`src/rtl/dmem_bus_ctrl_pkg.sv`:
```
// Shared types and constants for the M-stage data-memory bus controller.
// Provides the controller state enum, funct3 size/sign codes, the default
// bus timeout and small helpers that classify a funct3 code by access size.
package dmem_pkg;

  typedef enum logic [1:0] {
    IDLE = 2'd0,
    REQ  = 2'd1,
    DONE = 2'd2
  } dmem_state_t;

  localparam logic [2:0] F3_B  = 3'b000;
  localparam logic [2:0] F3_H  = 3'b001;
  localparam logic [2:0] F3_W  = 3'b010;
  localparam logic [2:0] F3_BU = 3'b100;
  localparam logic [2:0] F3_HU = 3'b101;

  localparam int unsigned DEFAULT_TIMEOUT = 255;

  // Any code that is neither a byte nor a half access is handled as a word.
  function automatic logic f3_is_byte(input logic [2:0] f3);
    return (f3 == F3_B) || (f3 == F3_BU);
  endfunction

  function automatic logic f3_is_half(input logic [2:0] f3);
    return (f3 == F3_H) || (f3 == F3_HU);
  endfunction

endpackage

```
`src/rtl/dmem_bus_ctrl_if.sv`:
```
// Handshaked data-bus bundle between the M-stage controller (master) and the
// data memory / bus fabric (slave).
//   bus_req   master->slave  transaction request, held until bus_ack
//   bus_we    master->slave  1 = write
//   bus_addr  master->slave  word-aligned byte address
//   bus_wdata master->slave  lane-replicated store data
//   bus_be    master->slave  byte enables
//   bus_ack   slave->master  transaction complete this cycle
//   bus_rdata slave->master  read word, valid with bus_ack
//   bus_err   slave->master  transaction failed, valid with bus_ack
interface dmem_bus_ctrl_if;
  logic        bus_req;
  logic        bus_we;
  logic [31:0] bus_addr;
  logic [31:0] bus_wdata;
  logic [3:0]  bus_be;
  logic        bus_ack;
  logic [31:0] bus_rdata;
  logic        bus_err;

  modport master (
    output bus_req, bus_we, bus_addr, bus_wdata, bus_be,
    input  bus_ack, bus_rdata, bus_err
  );

  modport slave (
    input  bus_req, bus_we, bus_addr, bus_wdata, bus_be,
    output bus_ack, bus_rdata, bus_err
  );
endinterface

```
`src/rtl/dmem_load_align.sv`:
```
// Load alignment: selects the addressed byte/half lane of a bus read word and
// sign- or zero-extends it to 32 bits according to funct3.
//   rdata_word  in  32  raw word from the bus
//   addr_lo     in  2   byte offset of the access
//   funct3      in  3   access size/sign code
//   data        out 32  extended load result
module dmem_load_align
  import dmem_pkg::*;
(
  input  logic [31:0] rdata_word,
  input  logic [1:0]  addr_lo,
  input  logic [2:0]  funct3,
  output logic [31:0] data
);

  logic [7:0]  lane_b;
  logic [15:0] lane_h;

  always_comb begin
    unique case (addr_lo)
      2'd0:    lane_b = rdata_word[7:0];
      2'd1:    lane_b = rdata_word[15:8];
      2'd2:    lane_b = rdata_word[23:16];
      default: lane_b = rdata_word[31:24];
    endcase

    lane_h = addr_lo[1] ? rdata_word[31:16] : rdata_word[15:0];

    case (funct3)
      F3_B:    data = {{24{lane_b[7]}}, lane_b};
      F3_BU:   data = {24'd0, lane_b};
      F3_H:    data = {{16{lane_h[15]}}, lane_h};
      F3_HU:   data = {16'd0, lane_h};
      default: data = rdata_word;
    endcase
  end

endmodule

```
`src/rtl/dmem_bus_ctrl.sv`:
```
// M-stage data-memory controller. Turns a single-cycle load/store request into
// one byte-enabled bus transaction, stalls the pipeline while the bus is busy,
// and returns the extended load data for one cycle in DONE.
//   clk, reset            clock, asynchronous active-low reset
//   mem_read_m/write_m    load / store request (store wins if both)
//   funct3_m              size/sign code
//   alu_result_m          byte address
//   dmem_write_data_m     right-justified store data
//   dmem_read_data_m      extended load result, nonzero only in DONE
//   stall_m               freeze F/D/X/M
//   misaligned_m          current M access is misaligned (combinational)
//   fault_m               one-cycle pulse in DONE on bus error or timeout
//   bus                   master side of the data bus
module dmem_bus_ctrl
  import dmem_pkg::*;
#(
  parameter int unsigned TIMEOUT = DEFAULT_TIMEOUT
) (
  input  logic                   clk,
  input  logic                   reset,
  input  logic                   mem_read_m,
  input  logic                   mem_write_m,
  input  logic [2:0]             funct3_m,
  input  logic [31:0]            alu_result_m,
  input  logic [31:0]            dmem_write_data_m,
  output logic [31:0]            dmem_read_data_m,
  output logic                   stall_m,
  output logic                   misaligned_m,
  output logic                   fault_m,
  dmem_bus_ctrl_if.master        bus
);

  localparam logic [15:0] TIMEOUT_CNT = 16'(TIMEOUT);

  dmem_state_t state_q;
  logic [15:0] cnt_q;
  logic        req_q;
  logic        we_q;
  logic [31:0] addr_q;
  logic [31:0] wdata_q;
  logic [3:0]  be_q;
  logic [1:0]  addr_lo_q;
  logic [2:0]  f3_q;
  logic [31:0] rdata_q;
  logic        fault_q;

  logic        access;
  logic        is_byte;
  logic        is_half;
  logic        misaligned;
  logic        start;
  logic        cnt_expired;
  logic [3:0]  be_n;
  logic [31:0] wdata_n;
  logic [31:0] load_ext;

  always_comb begin
    // NOTE: every signal gets a value before any branch, so no path infers a latch.
    be_n    = 4'b1111;
    wdata_n = dmem_write_data_m;
    is_byte = f3_is_byte(funct3_m);
    is_half = f3_is_half(funct3_m);
    access  = mem_read_m | mem_write_m;
    misaligned = access & ((is_half & alu_result_m[0]) |
                           (~is_byte & ~is_half & (|alu_result_m[1:0])));

    // Loads always fetch the full word; only stores narrow the enables.
    if (mem_write_m) begin
      if (is_byte) begin
        be_n    = 4'b0001 << alu_result_m[1:0];
        wdata_n = {4{dmem_write_data_m[7:0]}};
      end else if (is_half) begin
        be_n    = alu_result_m[1] ? 4'b1100 : 4'b0011;
        wdata_n = {2{dmem_write_data_m[15:0]}};
      end
    end
  end

  assign start       = (state_q == IDLE) & access & ~misaligned;
  // The counter holds the number of REQ cycles already spent without an ack.
  assign cnt_expired = (cnt_q + 16'd1) == TIMEOUT_CNT;

  dmem_load_align u_load_align (
    .rdata_word (bus.bus_rdata),
    .addr_lo    (addr_lo_q),
    .funct3     (f3_q),
    .data       (load_ext)
  );

  // Every register, including the latched bus fields, is cleared by reset so the
  // bus presents known values and an abandoned request drops immediately.
  always_ff @(posedge clk or negedge reset) begin
    if (!reset) begin
      state_q   <= IDLE;
      cnt_q     <= '0;
      req_q     <= 1'b0;
      we_q      <= 1'b0;
      addr_q    <= '0;
      wdata_q   <= '0;
      be_q      <= '0;
      addr_lo_q <= '0;
      f3_q      <= '0;
      rdata_q   <= '0;
      fault_q   <= 1'b0;
    end else begin
      // NOTE: non-blocking assignments so every register sees pre-edge values.
      case (state_q)
        IDLE: begin
          if (start) begin
            state_q   <= REQ;
            cnt_q     <= '0;
            req_q     <= 1'b1;
            we_q      <= mem_write_m;
            addr_q    <= {alu_result_m[31:2], 2'b00};
            wdata_q   <= wdata_n;
            be_q      <= be_n;
            addr_lo_q <= alu_result_m[1:0];
            f3_q      <= funct3_m;
          end
        end
        REQ: begin
          // An ack in the last allowed cycle still wins over the timeout.
          if (bus.bus_ack) begin
            state_q <= DONE;
            req_q   <= 1'b0;
            fault_q <= bus.bus_err;
            rdata_q <= (we_q | bus.bus_err) ? 32'd0 : load_ext;
          end else if (cnt_expired) begin
            state_q <= DONE;
            req_q   <= 1'b0;
            fault_q <= 1'b1;
            rdata_q <= 32'd0;
          end else begin
            cnt_q <= cnt_q + 16'd1;
          end
        end
        DONE:    state_q <= IDLE;
        default: state_q <= IDLE;
      endcase
    end
  end

  assign stall_m          = start | (state_q == REQ);
  assign misaligned_m     = misaligned;
  assign dmem_read_data_m = (state_q == DONE) ? rdata_q : 32'd0;
  assign fault_m          = (state_q == DONE) & fault_q;

  assign bus.bus_req   = req_q;
  assign bus.bus_we    = we_q;
  assign bus.bus_addr  = addr_q;
  assign bus.bus_wdata = wdata_q;
  assign bus.bus_be    = be_q;

endmodule

```
`src/flat_wrapper.sv`:
```
// flat-port wrapper written by rule: the top's interface ports become plain ports
module dmem_bus_ctrl_flat import dmem_pkg::*;
#(
  parameter int unsigned TIMEOUT = DEFAULT_TIMEOUT
)
  (clk, reset, mem_read_m, mem_write_m, funct3_m, alu_result_m, dmem_write_data_m, dmem_read_data_m, stall_m, misaligned_m, fault_m, bus_bus_req, bus_bus_we, bus_bus_addr, bus_bus_wdata, bus_bus_be, bus_bus_ack, bus_bus_rdata, bus_bus_err);
  dmem_bus_ctrl_if bus_i ();
  input  logic clk;
  input  logic reset;
  input  logic mem_read_m;
  input  logic mem_write_m;
  input  logic [2:0] funct3_m;
  input  logic [31:0] alu_result_m;
  input  logic [31:0] dmem_write_data_m;
  output logic [31:0] dmem_read_data_m;
  output logic stall_m;
  output logic misaligned_m;
  output logic fault_m;
  output wire logic [$bits(bus_i.bus_req)-1:0] bus_bus_req;
  output wire logic [$bits(bus_i.bus_we)-1:0] bus_bus_we;
  output wire logic [$bits(bus_i.bus_addr)-1:0] bus_bus_addr;
  output wire logic [$bits(bus_i.bus_wdata)-1:0] bus_bus_wdata;
  output wire logic [$bits(bus_i.bus_be)-1:0] bus_bus_be;
  input wire logic [$bits(bus_i.bus_ack)-1:0] bus_bus_ack;
  input wire logic [$bits(bus_i.bus_rdata)-1:0] bus_bus_rdata;
  input wire logic [$bits(bus_i.bus_err)-1:0] bus_bus_err;
  assign bus_bus_req = bus_i.bus_req;
  assign bus_bus_we = bus_i.bus_we;
  assign bus_bus_addr = bus_i.bus_addr;
  assign bus_bus_wdata = bus_i.bus_wdata;
  assign bus_bus_be = bus_i.bus_be;
  assign bus_i.bus_ack = bus_bus_ack;
  assign bus_i.bus_rdata = bus_bus_rdata;
  assign bus_i.bus_err = bus_bus_err;
  dmem_bus_ctrl #(.TIMEOUT(TIMEOUT)) u_core (.clk(clk), .reset(reset), .mem_read_m(mem_read_m), .mem_write_m(mem_write_m), .funct3_m(funct3_m), .alu_result_m(alu_result_m), .dmem_write_data_m(dmem_write_data_m), .dmem_read_data_m(dmem_read_data_m), .stall_m(stall_m), .misaligned_m(misaligned_m), .fault_m(fault_m), .bus(bus_i));
endmodule
```
`config.mk`:
```
export PLATFORM = sky130hd
export DESIGN_NAME = dmem_bus_ctrl_flat
export DESIGN_NICKNAME = d
export VERILOG_FILES = /design/src/rtl/dmem_bus_ctrl_pkg.sv /design/src/rtl/dmem_bus_ctrl_if.sv /design/src/rtl/dmem_load_align.sv /design/src/rtl/dmem_bus_ctrl.sv /design/src/flat_wrapper.sv
export SDC_FILE = /design/constraint.sdc
export NUM_CORES = 1
export LEC_CHECK = 0
export ABC_AREA = 1
export CORE_ASPECT_RATIO = 1.75
export CORE_MARGIN = 4
export CORE_UTILIZATION = 30
export DETAILED_ROUTE_END_ITERATION = 8
export GPL_TIMING_DRIVEN = 0
export SLEW_MARGIN = 20
export SYNTH_ARGS = -nofsm -noshare
export SYNTH_HDL_FRONTEND = slang
export SYNTH_SLANG_ARGS = --single-unit
export TNS_END_PERCENT = 5
```
`constraint.sdc`:
```
create_clock -name clk -period 3.25 [get_ports clk]
set_input_delay 0.4875 -clock clk [delete_from_list [all_inputs] [get_ports clk]]
set_output_delay 0.4875 -clock clk [all_outputs]
set_load 0.05 [all_outputs]
```
==> results.md, run 1 <==
* Outcome: complete, no violations
* Ys async rst share at 100%
* Hold Fails Final Rpt at 0
* Residual DRC count at 0
* Total internal power at 4.79 mW
* Clock period minus worst slack at 3.02 ns
* RSZ-0062 raised after global routing: no
* Die X at 119 um
* Starting DRT DRC Count at 341
* Die Y-Extent at 202 um
* Worst min path class: flip-flop to flip-flop
* Sequential area share after synthesis at 47.9%
* CTS tree: yes
* Reg power frac at 28.6%
* Post-route ant nets at 0
* Max Freq at 331 MHz
* PD cells at 927 mW/mm^2
* Drt via density at 4.69
* Peak supply drop at 0.536 mV
* Critical Path Max Stage Delay at 0.52 ns
* Psw at 4.06 mW
* Max-cap violations at 0
* Hpwl dp at 18100 um
* Clk pwr share at 22.2%
* Core area at 0.0211 mm^2
* DR vias at 6525
* Sink Count at 124
* Die Footprint at 0.0241 mm^2
* Setup crit start: alu_result_m[1]
* Tcrit/Tclk final at 93.1%
* Switch share at 45.9%
* Io pins at 210
* CP Class: input port to output pin
* Gr ovfl total at 0
* Leak at 4.37 nW
* Setup violations, final at 0
* Worst EP arrival at 2.54 ns
* Row count at 70
* Final Wtd Congestion at 0.889
* H-tree depth at 4
* Setup ws final at 0.225 ns
* CP Data Required Time at 2.76 ns
* Top FF cell, synth: dfrtp_1
* Final Util at 45.2%
* Yosys reg bits at 124
* Post-Synthesis Cells at 863
* IO Port Bufs at 207
* DRT Wirelength at 22900 um
* Worst Path Max Fanout at 20
* Worst reg2reg startpoint: u_core.state_q[1]$_DFFE_PN0P_
* Fin. max-slew vios at 0
* N_diodes at 0
* Worst slew pin tran at 0.766 ns
* Reg clk slew, reported paths at 0.05 ns
* EDFF count, synth at 0
* Count of different cell masters after synthesis at 39
* CTS Root Cell: clkbuf_16
* Share of post-route cells with drive strength above 1 at 6.08%
* Vias in the first global route at 6795
* TritonCTS Buffers at 17
* Clock Skew at 0.0117 ns
* CP endpoint kind: output pin
* Initial antenna violation count at 0
* Skew-Pair Late Insertion Delay at 0.42 ns
* Slew HR at 48.7%
* Total GRT Usage at 19.4%
* P&R area growth vs syn at 47.3%
* Slowest-stage cell, CP: clkdlybuf4s50_1
* CP Cell Sequence: clkdlybuf4s50_1 > inv_1 > o22ai_1 > o21ai_0 > nand2_2 > nand2_1 > dlygate4sd2_1
* Startpoint types: input port
* Ys Warns at 0
* Comb pwr share at 49.2%
* Setup WS pre-CTS at -0.841 ns
* Drt pass-1 iters at 8
* WL/cell at 16.5 um
* Mapped Area at 0.00648 mm^2
* Max Root-Sink Buffers at 2
* Largest net degree at the start of global routing at 88
* Total power at 8.85 mW
* Avg Inst Size Synth at 7.51 um^2
* Starting density of the core at 30.7%
* First-pass GRT wire length at 36700 um
* Hold Startpoint: u_core.bus.bus_addr[27]$_DFFE_PN0P_
* Layout Nets at 1197
==> power groups by stage <==
stage               clock network [mW]  registers (mW)  logic, mW
finish                            1.96            2.53       4.35
global route                      2.08            2.61       4.67
global placement                     0            2.54       4.38
CTS                               2.00            2.53       4.41
detailed placement                   0            2.55       4.40
floorplan                            0            3.94       1.37
==> metrics by stage <==
| stage | hold slack, ns | instances | setup TNS, ns | cell area (um^2) |
|---|---|---|---|---|
| after CTS | 0.479 | 1391 | 0 | 9550 |
| after global routing | 0.498 | 1390 | 0 | 9550 |
| after global placement | 0.461 | 1359 | -444.36 | 8910 |
| after detailed placement | 0.382 | 1360 | -0.841 | 8950 |
| after floorplan | 0.192 | 864 | 0 | 6480 |
| final | 0.475 | 1390 | 0 | 9550 |
==> worst paths after layout <==
kind / endpoint / slack (ns) / cells after the start
min: u_core.bus.bus_addr[27]$_DFFE_PN0P_ / 0.48 / 2
min in group asynchronous: u_core.bus.bus_wdata[2]$_DFFE_PN0P_ / 0.55 / 2
max: stall_m / 0.23 / 7
min reg2reg: u_core.bus.bus_addr[27]$_DFFE_PN0P_ / 0.48 / 2
max reg2reg: u_core.bus.bus_addr[2]$_DFFE_PN0P_ / 0.92 / 7
max in group asynchronous: u_core.state_q[0]$_DFFE_PN0P_ / 1.94 / 3
==> state kept, by name, indices dropped and copies added (netlist names), 2 cells and up <==
signal	count
u_core.state_q	2
u_core.bus.bus_wdata	32
u_core.bus.bus_be	4
u_core.f3_q	3
u_core.rdata_q	32
u_core.addr_lo_q	2
u_core.cnt_q	16
u_core.bus.bus_addr	30
==> layer usage <==
layer	track usage (%)	up-vias	part of all wire [%]
met2	35.6	199	54
met1	20.5	3050	37
met5	0	-	0
met4	8.91	0	3.3
met3	4.79	38	5.3
li1	-	3238	-
==> what timing repair did <==
action                                  4_1_cts  5_1_grt
endpoints found under the setup margin        1        1
endpoints found under the hold margin        37        0
setup buffers                                 0        0
hold buffers                                  1        0
cloned                                        0        0
resized for setup                             3        0
==> placed cells by master (no fill, tap or decap), types with 3 or more instances in the layout <==
cell type,instances
clkdlybuf4s50_1,205
nand3b_1,3
a31oi_1,17
nand2_2,5
nor2_4,6
bufinv_16,3
nor3_1,5
nand2_1,287
dfrtp_1,124
buf_2,6
nand3_2,3
o211ai_1,18
nor2_1,95
nor2_2,6
clkinv_1,3
clkinv_2,3
o21ai_0,33
a41oi_1,7
nand4_1,9
clkbuf_1,32
a21oi_1,10
nand3_1,93
inv_1,75
clkbuf_8,3
clkbuf_16,17
==> kinds of logic after synthesis <==
kind of cell | synth area share (%)
buf+inv | 7.49
compound gates | 9.12
xor+xnor | 0.270
fa+ha+maj | 0.386
flops | 47.9
simple gates | 34.8
other cells | 0.0579
==> synthesized netlist by cell type, types with 2 or more instances <==
cell,instances,area [um^2]
nand2_1,288,1080
nand4_1,9,56.3
nand2_2,4,25.0
o211ai_1,18,135
buf_1,2,7.51
inv_2,2,7.51
a31oi_1,17,106
o21bai_1,2,15.0
nor2_4,6,67.6
nand3_2,3,30.0
dfrtp_1,124,3100
clkbuf_1,30,113
or2_2,2,12.5
buf_4,2,15.0
xor2_1,2,17.5
nor3_1,5,25.0
nand3_1,93,465
o221ai_1,2,17.5
clkinv_1,3,11.3
inv_1,75,282
nor2_2,6,37.5
nor2_1,95,357
nand3b_1,3,22.5
nand2_4,2,22.5
buf_2,6,30.0
a21oi_1,10,50.1
a41oi_1,7,61.3
ha_1,2,25.0
o21ai_0,33,165
==> critical path, delay by kind of cell <==
| family | cells | cell delay [ns] |
|---|---|---|
| AND/OR/NAND/NOR | 2 | 0.53 |
| buffers and inverters | 3 | 1.09 |
| AO/OA/AOI/OAI | 2 | 0.43 |
==> area by class of cell <==
class	count	area [um^2]
plain buffers	39	178
clock buffers	24	482
clock inverters	7	113
fillers	2158	11600
inverters	80	300
multi-input cells	619	2900
flip-flops and latches	124	3100
well taps	288	360
repair buffers	209	2110
Note: power is estimated with default switching activity, not from simulation.
==> run 2, diff against run 1 <==
Settings changed: PLACE_DENSITY from default to 0.67.
==> run 2 against run 1 <==
Compared with the run above:
- count of clock-buffer cells in the layout fell by 5
- maximum frequency fell by 1.5%
- sequential cell count did not move
- clock power rose by 5%
- sequential share of layout area fell by 0.17 points
- critical path depth rose by 1
- first-iteration DRC count fell by 0.59%
- global-route usage fell by 0.82 points
- via count rose by 0.64%
- critical endpoint unchanged
- highest routed layer unchanged
==> results.md, run 2 (synthesis gave the netlist of run 1 again) <==
* Critical Path Max Stage Delay at 0.53 ns (about the same)
* N_diodes at 0 (unchanged)
* Setup ws final at 0.179 ns (-0.0462 ns)
* P&R area growth vs syn at 48.1%
* Commonest cells after routing, fill and taps aside: 287 x nand2_1, 205 x clkdlybuf4s50_1, 124 x dfrtp_1
* Worst min path class: flip-flop to flip-flop
* RSZ-0062 raised after global routing: no
* Share of post-route cells with drive strength above 1 at 6.61% (+0.53 points)
* First-pass GRT wire length at 35500 um (-3.3%)
* Switch share at 45.7% (-0.22 points)
* Drt via density at 4.72 (+0.50%)
* Tcrit/Tclk final at 94.5% (+1.4 points)
* Die Y-Extent at 202 um (unchanged)
* Max Freq at 326 MHz (-1.5%)
* Non-filler cells, final at 1392 (+0.14%)
* Setup violations, final at 0 (unchanged)
* Hpwl dp at 17600 um (-2.6%)
* Fin. max-slew vios at 0 (unchanged)
* Outcome: complete, no violations
* Io pins at 210 (unchanged)
* CTS tree: yes
* WL/cell at 16.0 um (-3.3%)
* H-tree depth at 4 (unchanged)
* Initial antenna violation count at 0 (unchanged)
* Clk pwr share at 22.9% (+0.7 points)
* Vias in the first global route at 6746 (-0.72%)
* Psw at 4.08 mW (+0.53%)
* Core area at 0.0211 mm^2 (unchanged)
* Crit path buf inv count at 4 (+1)
* DRT Wirelength at 22200 um (-3.1%)
* Worst Path Max Fanout at 11 (-45%)
* CP Data Required Time at 2.76 ns (about the same)
* Skew-Pair Late Insertion Delay at 0.42 ns (about the same)
* Row count at 70 (unchanged)
* Gr ovfl total at 0 (unchanged)
* CP endpoint kind: output pin
* TritonCTS Buffers at 17 (unchanged)
* Max-cap violations at 0 (unchanged)
* Slowest-stage cell, CP: clkdlybuf4s50_1
* Reg clk slew, reported paths at 0.06 ns (about the same)
* Leak at 4.39 nW (+0.45%)
* Clock period minus worst slack at 3.07 ns (+0.0462 ns)
* CTS Root Cell: clkbuf_16
* Layout Nets at 1198 (+0.084%)
* Reg power frac at 28.4% (-0.2 points)
* Total setup buffers inserted after CTS at 0 (unchanged)
* IO Port Bufs at 207 (unchanged)
* Starting density of the core at 30.7% (unchanged)
* Worst EP arrival at 2.58 ns (+0.04 ns)
* Placed cell areas at 0.00895 mm^2 (unchanged)
* Worst slew pin tran at 0.796 ns (+0.0296 ns)
* Setup WS pre-CTS at -0.689 ns (+0.152 ns)
* Total GRT Usage at 18.6% (-0.82 points)
* Die X at 119 um (unchanged)
* CP top delay family: buffers and inverters
* Post-layout instance area at 0.00960 mm^2 (+0.54%)
* Hold Fails Final Rpt at 0 (unchanged)
* Largest net degree at the start of global routing at 67 (-24%)
* Peak supply drop at 0.710 mV (+33%)
* CP Cell Sequence: clkdlybuf4s50_1 > inv_1 > o22ai_1 > o21ai_0 > nand2_2 > clkbuf_2 > nand2_1 > dlygate4sd2_1
* Clock Skew at 0.00998 ns (-0.00171 ns)
* Max Root-Sink Buffers at 2 (unchanged)
* Starting DRT DRC Count at 339 (-0.59%)
* Post-route ant nets at 0 (unchanged)
* Residual DRC count at 0 (unchanged)
* Drt pass-1 iters at 5 (-3)
* Placed cells at 1360 (unchanged)
* PD cells at 931 mW/mm^2 (+0.48%)
* Slew HR at 46.8% (-2.0 points)
* Sink Count at 124 (unchanged)
* Total internal power at 4.85 mW (+1.4%)
* CP Class: input port to output pin
* Commonest non-fill, non-tap cell in the layout: nand2_1
* Die Footprint at 0.0241 mm^2 (unchanged)
* Comb pwr share at 48.7% (-0.5 points)
* Final Wtd Congestion at 0.926 (+4.2%)
* Startpoint types: input port
* DR vias at 6567 (+0.64%)
run 2: cell count changes in the layout (fill, tap and decap cells not counted), sizes merged:
cell | before | now
inv | 77 | 79
clkbuf | 52 | 48
bufinv | 3 | 4
clkinv | 6 | 7
clkinvlp | 1 | 3
run 2: repair_timing:
action | in CTS | in global routing
setup endpoints to repair | 1 | 0
hold buffers | 1 | 0
resized for setup | 3 | 0
hold endpoints to repair | 1 | 0
run 2: path summary, 6_finish.rpt:
path	start	to	slack, ns	cells past startpoint
setup / recovery	funct3_m[1]	stall_m	0.18	8
hold / removal	u_core.bus.bus_addr[30]$_DFFE_PN0P_	u_core.bus.bus_addr[30]$_DFFE_PN0P_	0.48	2
setup reg to reg	u_core.state_q[1]$_DFFE_PN0P_	u_core.bus.bus_addr[24]$_DFFE_PN0P_	0.93	7
hold reg to reg	u_core.bus.bus_addr[30]$_DFFE_PN0P_	u_core.bus.bus_addr[30]$_DFFE_PN0P_	0.48	2
max in group asynchronous	reset	u_core.cnt_q[7]$_DFFE_PN0P_	1.95	3
min in group asynchronous	reset	u_core.bus.bus_wdata[3]$_DFFE_PN0P_	0.59	2
run 2: power groups by stage:
stage               Sequential, mW  Combinational, mW  Clock [mW]
CTS                           2.53               4.40        2.09
global route                  2.61               4.66        2.16
finish                        2.53               4.35        2.05
global placement              2.54               4.36           0
detailed placement            2.54               4.39           0
floorplan                     3.94               1.37           0
run 2: layout make-up:
type	count	area, um^2
clock buffer	19	453
tap	288	360
fill	2113	11500
multi-input combinational	619	2900
timing repair buffer	209	2110
clock inverter	13	188
sequential	124	3100
inverter	80	300
buffer	40	183
run 2: tightest hold or removal path, stage by stage (launching register included):
cell and delay [ns]:
dfrtp_1 0.34, nand2_1 0.05, nand2_1 0.05
run 2: per-layer routing:
layer / global-route usage (%) / routed length, um / vias up
met5: 0 / 0 / -
met4: 8.91 / 841 / 0
met3: 4.06 / 1210 / 47
met2: 34.1 / 11900 / 230
met1: 19.8 / 8290 / 3046
li1: - / - / 3244
run 2: per-stage QoR:
step | util, % | setup TNS (ns) | hold slack, ns | power [mW]
3_5_place_dp | 42.4 | -0.689 | 0.448 | 6.93
3_3_place_gp | 42.2 | -420.38 | 0.462 | 6.89
4_1_cts | 45.5 | 0 | 0.481 | 9.02
5_1_grt | 45.5 | 0 | 0.493 | 9.43
2_1_floorplan | - | 0 | 0.192 | 5.31
6_report | 45.5 | 0 | 0.477 | 8.94
